===== src/rtl/riscv_fetch_pkg.sv =====
// rtl/riscv_fetch_pkg.sv - shared defaults and FSM encoding for the instruction fetch queue
package riscv_fetch_pkg;

    localparam int          XLEN_DEF     = 32;
    localparam logic [31:0] RESET_PC_DEF = 32'h0000_0000;

    typedef enum logic {
        FETCH = 1'b0,
        FLUSH = 1'b1
    } fetch_state_t;

endpackage


===== src/rtl/fetch_fifo.sv =====
// rtl/fetch_fifo.sv - DEPTH-entry synchronous FIFO holding {pc, word} pairs
module fetch_fifo #(
    parameter int DEPTH = 4,
    parameter int WIDTH = 64
) (
    input  logic                         clk,
    input  logic                         reset,
    input  logic                         push,
    input  logic [WIDTH-1:0]             push_data,
    input  logic                         pop,
    input  logic                         flush,
    output logic [$clog2(DEPTH+1)-1:0]   count,
    output logic [WIDTH-1:0]             head
);

    localparam int AW = $clog2(DEPTH);
    localparam int CW = $clog2(DEPTH+1);

    logic [WIDTH-1:0] mem [DEPTH];
    logic [AW-1:0]    wr_ptr;
    logic [AW-1:0]    rd_ptr;

    // Pointers wrap naturally because DEPTH is a power of two.
    always_ff @(posedge clk or posedge reset) begin
        if (reset) begin
            wr_ptr <= '0;
            rd_ptr <= '0;
            count  <= '0;
        end else if (flush) begin
            wr_ptr <= '0;
            rd_ptr <= '0;
            count  <= '0;
        end else begin
            if (push) wr_ptr <= wr_ptr + AW'(1);
            if (pop)  rd_ptr <= rd_ptr + AW'(1);
            count <= count + CW'(push) - CW'(pop);
        end
    end

    always_ff @(posedge clk) begin
        if (push && !flush) mem[wr_ptr] <= push_data;
    end

    assign head = mem[rd_ptr];

endmodule


===== src/rtl/instr_fetch_queue.sv =====
// rtl/instr_fetch_queue.sv - fetch PC, request credit gating and redirect flush in front of the core
module instr_fetch_queue
    import riscv_fetch_pkg::*;
#(
    parameter int              XLEN     = XLEN_DEF,
    parameter int              DEPTH    = 4,
    parameter logic [XLEN-1:0] RESET_PC = XLEN'(RESET_PC_DEF)
) (
    input  logic            clk,
    input  logic            reset,
    output logic            imem_req,
    output logic [XLEN-1:0] imem_addr,
    input  logic            imem_gnt,
    input  logic            imem_rvalid,
    input  logic [XLEN-1:0] imem_rdata,
    output logic            instr_valid,
    output logic [XLEN-1:0] instr,
    output logic [XLEN-1:0] instr_pc,
    input  logic            instr_ready,
    input  logic            redirect,
    input  logic [XLEN-1:0] redirect_pc
);

    localparam int CW = $clog2(DEPTH+1);

    fetch_state_t      state, state_next;
    logic [XLEN-1:0]   fetch_pc;
    logic [XLEN-1:0]   resp_pc;
    logic [XLEN-1:0]   target;
    logic [CW-1:0]     outstanding, outstanding_next;
    logic [CW-1:0]     stale, stale_next;
    logic [CW-1:0]     fifo_count;
    logic [CW:0]       occupancy;
    logic [2*XLEN-1:0] fifo_head;
    logic              grant;
    logic              push;
    logic              pop;
    logic              has_entry;

    assign target    = redirect_pc & ~XLEN'(3);
    assign occupancy = {1'b0, outstanding} + {1'b0, fifo_count};

    // Buffered plus in-flight words never exceed DEPTH, so a response always has a FIFO slot.
    assign imem_req  = !reset && (state == FETCH) && !redirect && (occupancy < (CW+1)'(DEPTH));
    assign imem_addr = fetch_pc;
    assign grant     = imem_req && imem_gnt;

    assign push      = (state == FETCH) && !redirect && imem_rvalid && (outstanding != '0);
    assign has_entry = (fifo_count != '0);
    assign pop       = has_entry && instr_ready && !redirect;

    assign instr_valid = has_entry;
    assign instr       = has_entry ? fifo_head[XLEN-1:0]      : '0;
    assign instr_pc    = has_entry ? fifo_head[2*XLEN-1:XLEN] : '0;

    always_comb begin
        state_next       = state;
        outstanding_next = outstanding;
        stale_next       = stale;
        case (state)
            FETCH: begin
                if (redirect) begin
                    // The same-cycle response belongs to the old stream and is dropped here.
                    stale_next       = outstanding - CW'(imem_rvalid && (outstanding != '0));
                    outstanding_next = '0;
                    state_next       = (stale_next == '0) ? FETCH : FLUSH;
                end else begin
                    outstanding_next = outstanding + CW'(grant) - CW'(push);
                    stale_next       = '0;
                end
            end
            FLUSH: begin
                stale_next       = stale - CW'(imem_rvalid && (stale != '0));
                outstanding_next = '0;
                state_next       = (stale_next == '0) ? FETCH : FLUSH;
            end
        endcase
    end

    always_ff @(posedge clk or posedge reset) begin
        if (reset) begin
            state       <= FETCH;
            outstanding <= '0;
            stale       <= '0;
        end else begin
            state       <= state_next;
            outstanding <= outstanding_next;
            stale       <= stale_next;
        end
    end

    // resp_pc tracks the PC of the next accepted response; requests are sequential so it trails fetch_pc.
    always_ff @(posedge clk or posedge reset) begin
        if (reset) begin
            fetch_pc <= RESET_PC;
            resp_pc  <= RESET_PC;
        end else if (redirect) begin
            fetch_pc <= target;
            resp_pc  <= target;
        end else begin
            if (grant) fetch_pc <= fetch_pc + XLEN'(4);
            if (push)  resp_pc  <= resp_pc + XLEN'(4);
        end
    end

    fetch_fifo #(
        .DEPTH (DEPTH),
        .WIDTH (2*XLEN)
    ) u_fifo (
        .clk       (clk),
        .reset     (reset),
        .push      (push),
        .push_data ({resp_pc, imem_rdata}),
        .pop       (pop),
        .flush     (redirect),
        .count     (fifo_count),
        .head      (fifo_head)
    );

endmodule


===== config.mk =====
export PLATFORM = sky130hd
export DESIGN_NAME = instr_fetch_queue
export DESIGN_NICKNAME = d
export VERILOG_FILES = /design/src/rtl/riscv_fetch_pkg.sv /design/src/rtl/fetch_fifo.sv /design/src/rtl/instr_fetch_queue.sv
export SDC_FILE = /design/constraint.sdc
export NUM_CORES = 1
export LEC_CHECK = 0
export CAP_MARGIN = 25
export CORE_MARGIN = 10
export CORE_UTILIZATION = 35
export DETAILED_ROUTE_END_ITERATION = 6
export DONT_BUFFER_PORTS = 1
export GPL_ROUTABILITY_DRIVEN = 0
export GPL_TIMING_DRIVEN = 0
export PLACE_DENSITY = 0.52
export REMOVE_ABC_BUFFERS = 1
export SLEW_MARGIN = 20
export SYNTH_ARGS = -nofsm -noshare
export SYNTH_HDL_FRONTEND = slang
export SYNTH_SLANG_ARGS = --single-unit
export TNS_END_PERCENT = 5

===== constraint.sdc =====
create_clock -name clk -period 3.09 [get_ports clk]
set_input_delay 0.309 -clock clk [delete_from_list [all_inputs] [get_ports clk]]
set_output_delay 0.309 -clock clk [all_outputs]
set_load 0.01 [all_outputs]

# --- After elaboration in Yosys (flattened, before gate mapping) ---
# Memories as Yosys holds them, arrays and structs flattened.
# Cells that the tools add are included.
totals:
  ram_bits: 256
  in_bits: 70
  n_memories: 1
  register_bits: 78
  out_inout_bits: 98
mem_list:
  columns: ["memory", "words", "word_bits", "read_ports", "rd_clocked_by_memory_dff", "write_ports", "line_no", "source"]
  rows:
  - ["u_fifo.mem", 4, 64, 1, 0, 1, "fetch_fifo.sv:19", "logic [WIDTH-1:0] mem [DEPTH];"]
classes:
  n_reduce_logical: 22
  add_sub_neg: 11
  n_bitwise: 1
  n_lt_le_gt_ge: 1
  muxes: 21
op_table:
  columns: ["cell", "n"]
  rows:
  - ["$mux 32", 6]
  - ["$add 32x3->32 const B", 2]
  - ["$logic_and 1x1->1", 12]
  - ["$pmux 3 s2", 2]
  - ["$sub 3x1->3", 4]
  - ["$mux 3", 3]
  - ["$reduce_bool 3->1", 3]
  - ["$mux 2", 4]
  - ["$add 3x1->3", 2]
  - ["$logic_not 3->1", 2]
  - ["$reduce_bool 2->1", 3]
  - ["$mux 1", 5]
  - ["$add 2x1->2 const B", 2]
  - ["$add 3x3->4", 1]
  - ["$lt 4x3->1 const B", 1]
  - ["$logic_not 1->1", 2]
  - ["$pmux 1 s2", 1]
  - ["$not 1->1", 1]

# --- Longest topological paths before layout ---
# Gate-level depths: netlist (run 1).
depth:
  ltp_word: 9
  ltp_mapped: 13

# --- Cells and area by module ---
# From an unflattened synthesis (run 1), not the netlist that was laid out.
hier_totals:
  cells_unflattened: 909
  hier_area_um2: 14241.2
by_module_without_submodules:
  columns: ["mod", "area_each_um2", "seq_area_each_um2", "cells_each", "instances"]
  rows:
  - ["fetch_fifo", 9691.8, 7862.5, 373, 1]
  - ["instr_fetch_queue", 4549.4, 1676.6, 536, 1]

# --- Worst setup path before layout (run 1) ---
# Ideal clock, no wire load.
synth_path:
  path_kind: "register to register"
  start: "register state"
  end: "memory u_fifo.mem[1][0] (enable)"
  stages_incl_launch_ff: 5
  setup_slack_ns: 0.097
  path_buffers: 1
  arrival_ns: 2.567
  t_required_ns: 2.664
  cell_sequence: "dfrtp_1 nor2_1 and3_1 clkbuf_1 and2_1"
synth_via:
  elab_chain_len: 7
synth_rtl:
  columns: ["item", "line_no", "source"]
  rows:
  - ["start: declaration", "instr_fetch_queue.sv:26", "fetch_state_t state, state_next;"]
  - ["start signal: assignment", "instr_fetch_queue.sv:86", "state <= state_next;"]
  - ["$not 1->1", null, null]
  - ["$logic_and 1x1->1 (3 in a row)", "instr_fetch_queue.sv:48", "assign push = (state == FETCH) && !redirect && imem_rvalid && (outstanding != '0);"]
  - ["$logic_and 1x1->1", "fetch_fifo.sv:41", "if (push && !flush) mem[wr_ptr] <= push_data;"]
  - ["$mux 1", "fetch_fifo.sv:41", null]
  - ["$mux 1 (implied by the code)", "fetch_fifo.sv:41", null]
  - ["end: declaration", "fetch_fifo.sv:19", null]
# Every way passes these cells.

# --- Worst setup path after layout (run 1) ---
layout_path:
  start: "register outstanding[2]"
  end: "register outstanding[2]"
layout_via:
  elab_chain_len: 8
layout_rtl:
  columns: ["item", "line_no", "source"]
  rows:
  - ["start: declaration", "instr_fetch_queue.sv:30", "logic [CW-1:0] outstanding, outstanding_next;"]
  - ["start signal: assignment", "instr_fetch_queue.sv:87", "outstanding <= outstanding_next;"]
  - ["$add 3x3->4", "instr_fetch_queue.sv:41", "assign occupancy = {1'b0, outstanding} + {1'b0, fifo_count};"]
  - ["$lt 4x3->1", "instr_fetch_queue.sv:44", "assign imem_req = !reset && (state == FETCH) && !redirect && (occupancy < (CW+1)'(DEPTH));"]
  - ["$logic_and 1x1->1", "instr_fetch_queue.sv:44", null]
  - ["$logic_and 1x1->1", "instr_fetch_queue.sv:46", "assign grant = imem_req && imem_gnt;"]
  - ["$add 3x1->3", "instr_fetch_queue.sv:68", "outstanding_next = outstanding + CW'(grant) - CW'(push);"]
  - ["$sub 3x1->3 *", "instr_fetch_queue.sv:68", null]
  - ["$mux 3 *", "instr_fetch_queue.sv:62", "if (redirect) begin"]
  - ["$pmux 3 s2 *", "instr_fetch_queue.sv:60", "case (state)"]
  - ["named net outstanding_next[2]", "instr_fetch_queue.sv:30", null]
# Mark *: on every way through the listed nets, which the timed path passes. The rest lies on a longest branch.
# A chain may end at the register's enable or synchronous reset.

==> results.yml, run 1 <==
cts:
  cts_num_sinks: 322
  numCtsBuffers: 37
  cts_tree: "yes"
  clkLatencyLatePin_ns: 0.53
  clockBufferDepth: 3
  h-tree-depth: 2
  clk_pin_slew_ns: 0.06
  root_buffer: "clkbuf_16"
yosys:
  synth_area_leader_cell: "edfxtp_1"
  synth_area_per_cell_sq_um: 16.1
  yosys_warnings: 0
  synth-edff-count: 248
  synth_ff_type: "edfxtp_1"
  yosys-top-cells-area: "edfxtp_1 (54%), dfrtp_1 (13%), mux4_2 (10%)"
  synth_cells: 856
  synthesis.area_sq_mm: 0.0138
  synth_top_area_share: 0.541
  ys_seq_area_frac: 0.675
  synth_cell_type_count: 55
  ys_ff_latch: 322
  ys_async_sr_fraction: 0.230
floorplanning:
  fp.dieH_microns: 218
  dieArea_sq_mm: 0.0477
  std_cell_rows: 72
  die-width_microns: 218
  core_area_sq_mm: 0.0388
  floorplan.initialDensity: 0.355
  num_io_pins: 168
critical_path:
  worstSetupPathType: "flip-flop to flip-flop"
  reg2reg_slack_ns: 0.16
  cp-start-kind: "flip-flop"
  timing.rr.start: "outstanding[2]"
  reg2reg_to: "outstanding[2]"
  cp-end-kind: "flip-flop"
  r2r_cells: 12
  critPathArrivalTime_ns: 3.37
  cp_data_required_time_ns: 3.53
  cp_max_fo: 5
routing:
  drt-initial-drc-count: 516
  num_vias: 7698
  viasPerCell: 5.22
  dr.pass1.iters: 5
  wl_per_cell_microns: 24.2
  drc: 0
  drt_wl_total_mm: 35.7
  postRouteAntennaNets: 0
run:
  cap_violations: 0
pwr:
  p_leak_nw: 5.44
  max-vdd-ir-drop_uv: 754
  p_per_area_mw_per_mm2: 693
sta:
  hold_viol: 0
  layout_min_cycle_time_ns: 2.93
  fmax_mhz: 341
  worstMarginPinSlew_ns: 0.814
  finalSetupViolCount: 0
  post-route-period-util: 0.949
  tns_ns: 0
  max_slew_margin: 0.453
  slew_violations: 0
  fin_worst_skew_ns: 0.0169
place:
  place_area_sq_mm: 0.0145
  dp_cells: 1343
  port-buffer-count: 0
  dp_hpwl_mm: 22.3
layout:
  fillers: 3524
  ff_latch_area_sq_mm: 0.00931
  drive_above_1_share: 0.173
  final_area_sq_mm: 0.0162
  fin_nets: 1017
  final_cells: 1474
  syn_to_final_growth_pct: 17.9
  utilization: 0.418
  multi_input_area_sq_mm: 0.00426
global_routing:
  grt_pass1_vias: 8172
  grt_pass1_wl_mm: 53.6
  grt-ovfl-total: 0
  grt_antenna_before_repair: 4
  track_usage: 0.150
  grt_max_degree: 53
status:
  run_status: "completed"
min_path:
  min_from: "instr_ready"
  min_path_cells: 3
  holdPathEnd: "u_fifo.rd_ptr[1]"
  hp-class: "primary input to flip-flop"
## layout make-up
class                           count  area share
Tap cell                          518      0.0399
Inverter                           20     0.00508
Timing Repair Buffer               75      0.0551
Antenna cell                        2    0.000308
Multi-Input combinational cell    473       0.262
Clock inverter                     13     0.00362
Clock buffer                       51      0.0608
Sequential cell                   322       0.573
## Yosys cell counts, drive strengths merged (6+ instances only)
cell    number
nor3         9
xnor2       26
and2        74
nand2b       6
xor2        21
inv         19
edfxtp     248
dfrtp       74
mux4        62
or3          6
a21oi        7
nor2        23
mux2        19
and3        13
nand3       34
and4         6
buf         20
ha          16
nand2       38
clkbuf      25
o211ai       9
nand4       36
o21ai       14
a21boi      11
## flip-flops by register name (all words and copies together) (netlist names)
name           flops
u_fifo.rd_ptr      2
stale              3
u_fifo.mem       248
outstanding        3
resp_pc           30
u_fifo.wr_ptr      2
imem_addr         30
u_fifo.count       3
state              1
## timing repair
item | in CTS | in global routing
cloned | 1 | 0
pin swaps | 1 | 2
setup endpoints to repair | 12 | 1
hold buffers | 60 | 0
setup buffers | 2 | 1
resized for setup | 4 | 2
endpoints found under the hold margin | 264 | 0
## cell usage in the layout, fill, tap and decap left out, types with 11 or more instances in the layout
master         count
a21boi_0          11
and2_1            69
and3_1            12
clkbuf_1          13
clkbuf_16         37
dfrtp_1           71
dlygate4sd3_1     59
edfxtp_1         248
ha_1              16
inv_1             17
mux2_2            19
mux4_2            62
nand2_1           38
nand3_1           32
nand4_1           34
nor2_1            23
o21ai_0           14
xnor2_1           26
xor2_1            21
## worst max-delay path, stage by stage (launching register included)
cell        delay [ns]
dfrtp_2           0.45
ha_1              0.25
nor4_4            0.33
and4_4            0.33
clkinvlp_4        0.15
ha_1              0.29
inv_1             0.06
ha_1              0.13
inv_1             0.05
fa_1              0.37
xnor2_1           0.20
xnor2_1           0.09
nor3_1            0.15
## metrics by stage
step	hold WS (ns)	total power, mW	setup slack (ns)
floorplan	0.370	6.67	-0.582
global placement	0.380	7.26	-2.05
detailed placement	0.189	7.42	-1.04
CTS	0.00135	11.5	0.0620
global route	0.0386	11.8	-0.00881
finish	0.0337	11.3	0.159
## logic make-up after synthesis
| kind of cell | Yosys count | synth area share |
|---|---|---|
| XOR/XNOR | 47 | 0.0299 |
| multiplexers | 83 | 0.118 |
| flip-flops | 322 | 0.675 |
| other | 1 | 0.000272 |
| AO/OA/AOI/OAI | 61 | 0.0297 |
| adder cells (fa/ha/maj) | 18 | 0.0174 |
| AND/OR/NAND/NOR | 259 | 0.109 |
| buffers and inverters | 65 | 0.0199 |
## worst max-delay path by stage
stage / cells past startpoint / endpoint / start
finish: 12 / outstanding[2] / outstanding[2]
CTS: 12 / outstanding[2] / outstanding[2]
global route: 12 / outstanding[2] / outstanding[2]
global placement: 2 / instr_pc[12] / u_fifo.rd_ptr[0]
floorplan: 2 / instr[0] / u_fifo.rd_ptr[0]
detailed placement: 12 / outstanding[2] / outstanding[2]
## layer usage
layer	wire, microns	up-vias	track usage
li1	-	3439	-
met4	867	0	0.0502
met5	0	-	0
met3	2470	57	0.0402
met2	16900	247	0.238
met1	15500	3955	0.195
## power breakdown
group / total, mW / internal, mW / switching, mW
combinational: 2.19 / 0.957 / 1.24
sequential: 5.18 / 4.87 / 0.305
clock: 3.90 / 2.22 / 1.67
total: 11.3 / 8.05 / 3.21
(Power assumes the default switching activity.)
==> run 2, diff against run 1 <==
--- a/config.mk
+++ b/config.mk
@@ -12,7 +12,6 @@
 export DONT_BUFFER_PORTS = 1
 export GPL_ROUTABILITY_DRIVEN = 0
 export GPL_TIMING_DRIVEN = 0
-export PLACE_DENSITY = 0.52
 export REMOVE_ABC_BUFFERS = 1
 export SLEW_MARGIN = 20
 export SYNTH_ARGS = -nofsm -noshare
==> run 2 against run 1 <==
Effect of this change:
- combinational power fell by 3%
- worst setup slack improved by 0.066 ns
- cell count rose by 0.41%
- first-iteration DRC count rose by 8.7%
- hold slack improved by 0.023 ns
- sequential share of layout area fell by 0.88 points
- routed wire length fell by 3.3%
- critical path depth did not move
- largest power group unchanged
- non-clock buffer count rose by 2
- maximum frequency rose by 2.3%
==> results.yml, run 2 (synthesis results as in run 1) <==
layout:
  largest_register_ffs: 248
  ff_latch_area_sq_mm: 0.00931
  regMostFlops: "u_fifo.mem"
  multi_input_area_sq_mm: 0.00424
  drive_above_1_share: 0.188
  layout_commonest_cell: "edfxtp_1"
  final_cell_mix: "edfxtp_1 (248), dfrtp_1 (72), and2_1 (69)"
  fin_nets: 1018
  syn_to_final_growth_pct: 19.8
  utilization: 0.425
  fillers: 3515
routing:
  drt_wl_total_mm: 34.5
  wl_met3_mm: 2.54
  drc: 0
  postRouteAntennaNets: 0
  drt-initial-drc-count: 561
  wl_met2_mm: 16.3
  wl_per_cell_microns: 23.3
  top_layer: "met4"
  dr.pass1.iters: 7
  num_vias: 7733
  wl_met1_mm: 15.0
  viasPerCell: 5.23
sta:
  finalWorstSetupSlack_ns: 0.225
  max_slew_margin: 0.290
  layout_min_cycle_time_ns: 2.87
  fmax_mhz: 349
  slew_violations: 0
  hold_viol: 0
  fin_worst_skew_ns: 0.0159
  tns_ns: 0
  rsz0062_at_grt: "false"
  post-route-period-util: 0.927
  worstMarginPinSlew_ns: 1.06
  finalSetupViolCount: 0
min_path:
  holdPathEnd: "imem_addr[22]"
  min_from: "redirect"
  hp-class: "primary input to flip-flop"
  min_path_cells: 2
global_routing:
  grt-ovfl-total: 0
  grt_antenna_before_repair: 5
  track_usage: 0.145
  grt_pass1_wl_mm: 52.2
  grt_pass1_vias: 8141
  grt_max_degree: 44
floorplanning:
  num_io_pins: 168
  floorplan.initialDensity: 0.355
  die-width_microns: 218
  core_area_sq_mm: 0.0388
  fp.dieH_microns: 218
  std_cell_rows: 72
  dieArea_sq_mm: 0.0477
cts:
  clkLatencyLatePin_ns: 0.55
  root_buffer: "clkbuf_16"
  clockBufferDepth: 3
  cts_tree: "yes"
  h-tree-depth: 2
  cts_num_sinks: 322
  clk_pin_slew_ns: 0.06
  numCtsBuffers: 37
critical_path:
  reg2reg_slack_ns: 0.22
  cp-start-kind: "flip-flop"
  cp-end-kind: "flip-flop"
  r2r_cells: 12
  cp_data_required_time_ns: 3.50
  timing.rr.start: "outstanding[2]"
  worstSetupPathType: "flip-flop to flip-flop"
  critPathArrivalTime_ns: 3.28
  cp_max_fo: 8
  reg2reg_to: "outstanding[2]"
pwr:
  p_per_area_mw_per_mm2: 726
  max-vdd-ir-drop_uv: 400
  power_mw: 12.0
  p_leak_nw: 5.57
run:
  cap_violations: 0
place:
  dp_slack_ns: -0.529
  dp_hpwl_mm: 22.3
  port-buffer-count: 0
status:
  run_status: "completed"
## run 2: changes by cell type in the layout (fill, tap and decap cells not counted), moves of 2 or more
cell,before,now
diode_2,2,4
clkbuf_1,13,5
clkinvlp_4,2,4
bufinv_16,0,7
dlygate4sd3_1,59,61
clkinv_2,2,9
buf_12,3,5
clkbuf_16,37,39
clkinv_1,10,4
## run 2: layout make-up
class                           instances  share of cell area
Clock inverter                         23              0.0180
Multi-Input combinational cell        472               0.257
Clock buffer                           44              0.0603
Tap cell                              518              0.0393
Timing Repair Buffer                   77              0.0556
Sequential cell                       322               0.564
Inverter                               20             0.00501
Antenna cell                            4            0.000607
## run 2: per-stage QoR
stage,hold slack [ns],area (sq um),cells
final,0.0566,16500,1480
after global routing,0.0467,16500,1479
after CTS,0.0264,16500,1473
after detailed placement,0.251,14500,1343
after global placement,0.389,14200,1332
after floorplan,0.370,13600,814
## run 2: worst max-delay path, cell delays in order, from the launching register on
cell and delay [ns]:
dfrtp_1 0.44, ha_1 0.24, nor4_2 0.30, and4_4 0.35, clkinvlp_4 0.14, ha_1 0.28
inv_1 0.05, ha_1 0.13, inv_1 0.05, fa_1 0.39, xnor2_1 0.18, xnor2_1 0.13
nor3_1 0.06
## run 2: report_power, final
| group | leakage [nW] | switching [mW] | internal [mW] |
|---|---|---|---|
| Combinational | 1.82 | 1.17 | 0.957 |
| Sequential | 3.12 | 0.336 | 4.87 |
| Clock | 0.628 | 1.76 | 2.89 |
| Total | 5.57 | 3.27 | 8.71 |
## run 2: timing repair
action | in CTS | in global routing
setup buffers | 1 | 3
resized for setup | 3 | 1
setup endpoints to repair | 2 | 1
hold buffers | 62 | 0
endpoints found under the hold margin | 227 | 0
cloned | 0 | 0
pin swaps | 0 | 1
## run 2: worst max path at each step
stage | start | end | slack [ns] | cells after the start
after floorplan | u_fifo.rd_ptr[0] | instr[0] | -0.58 | 2
after global placement | u_fifo.rd_ptr[0] | instr_pc[12] | -2.03 | 2
after detailed placement | outstanding[2] | outstanding[2] | -0.53 | 12
after CTS | outstanding[2] | outstanding[2] | 0.03 | 12
after global routing | outstanding[2] | outstanding[2] | 0.03 | 12
final | outstanding[2] | outstanding[2] | 0.22 | 12
## run 2: metal layers
| layer | vias up | GRT usage |
|---|---|---|
| li1 | 3444 | - |
| met1 | 3997 | 0.194 |
| met2 | 246 | 0.224 |
| met3 | 46 | 0.0420 |
| met4 | 0 | 0.0398 |
| met5 | - | 0 |
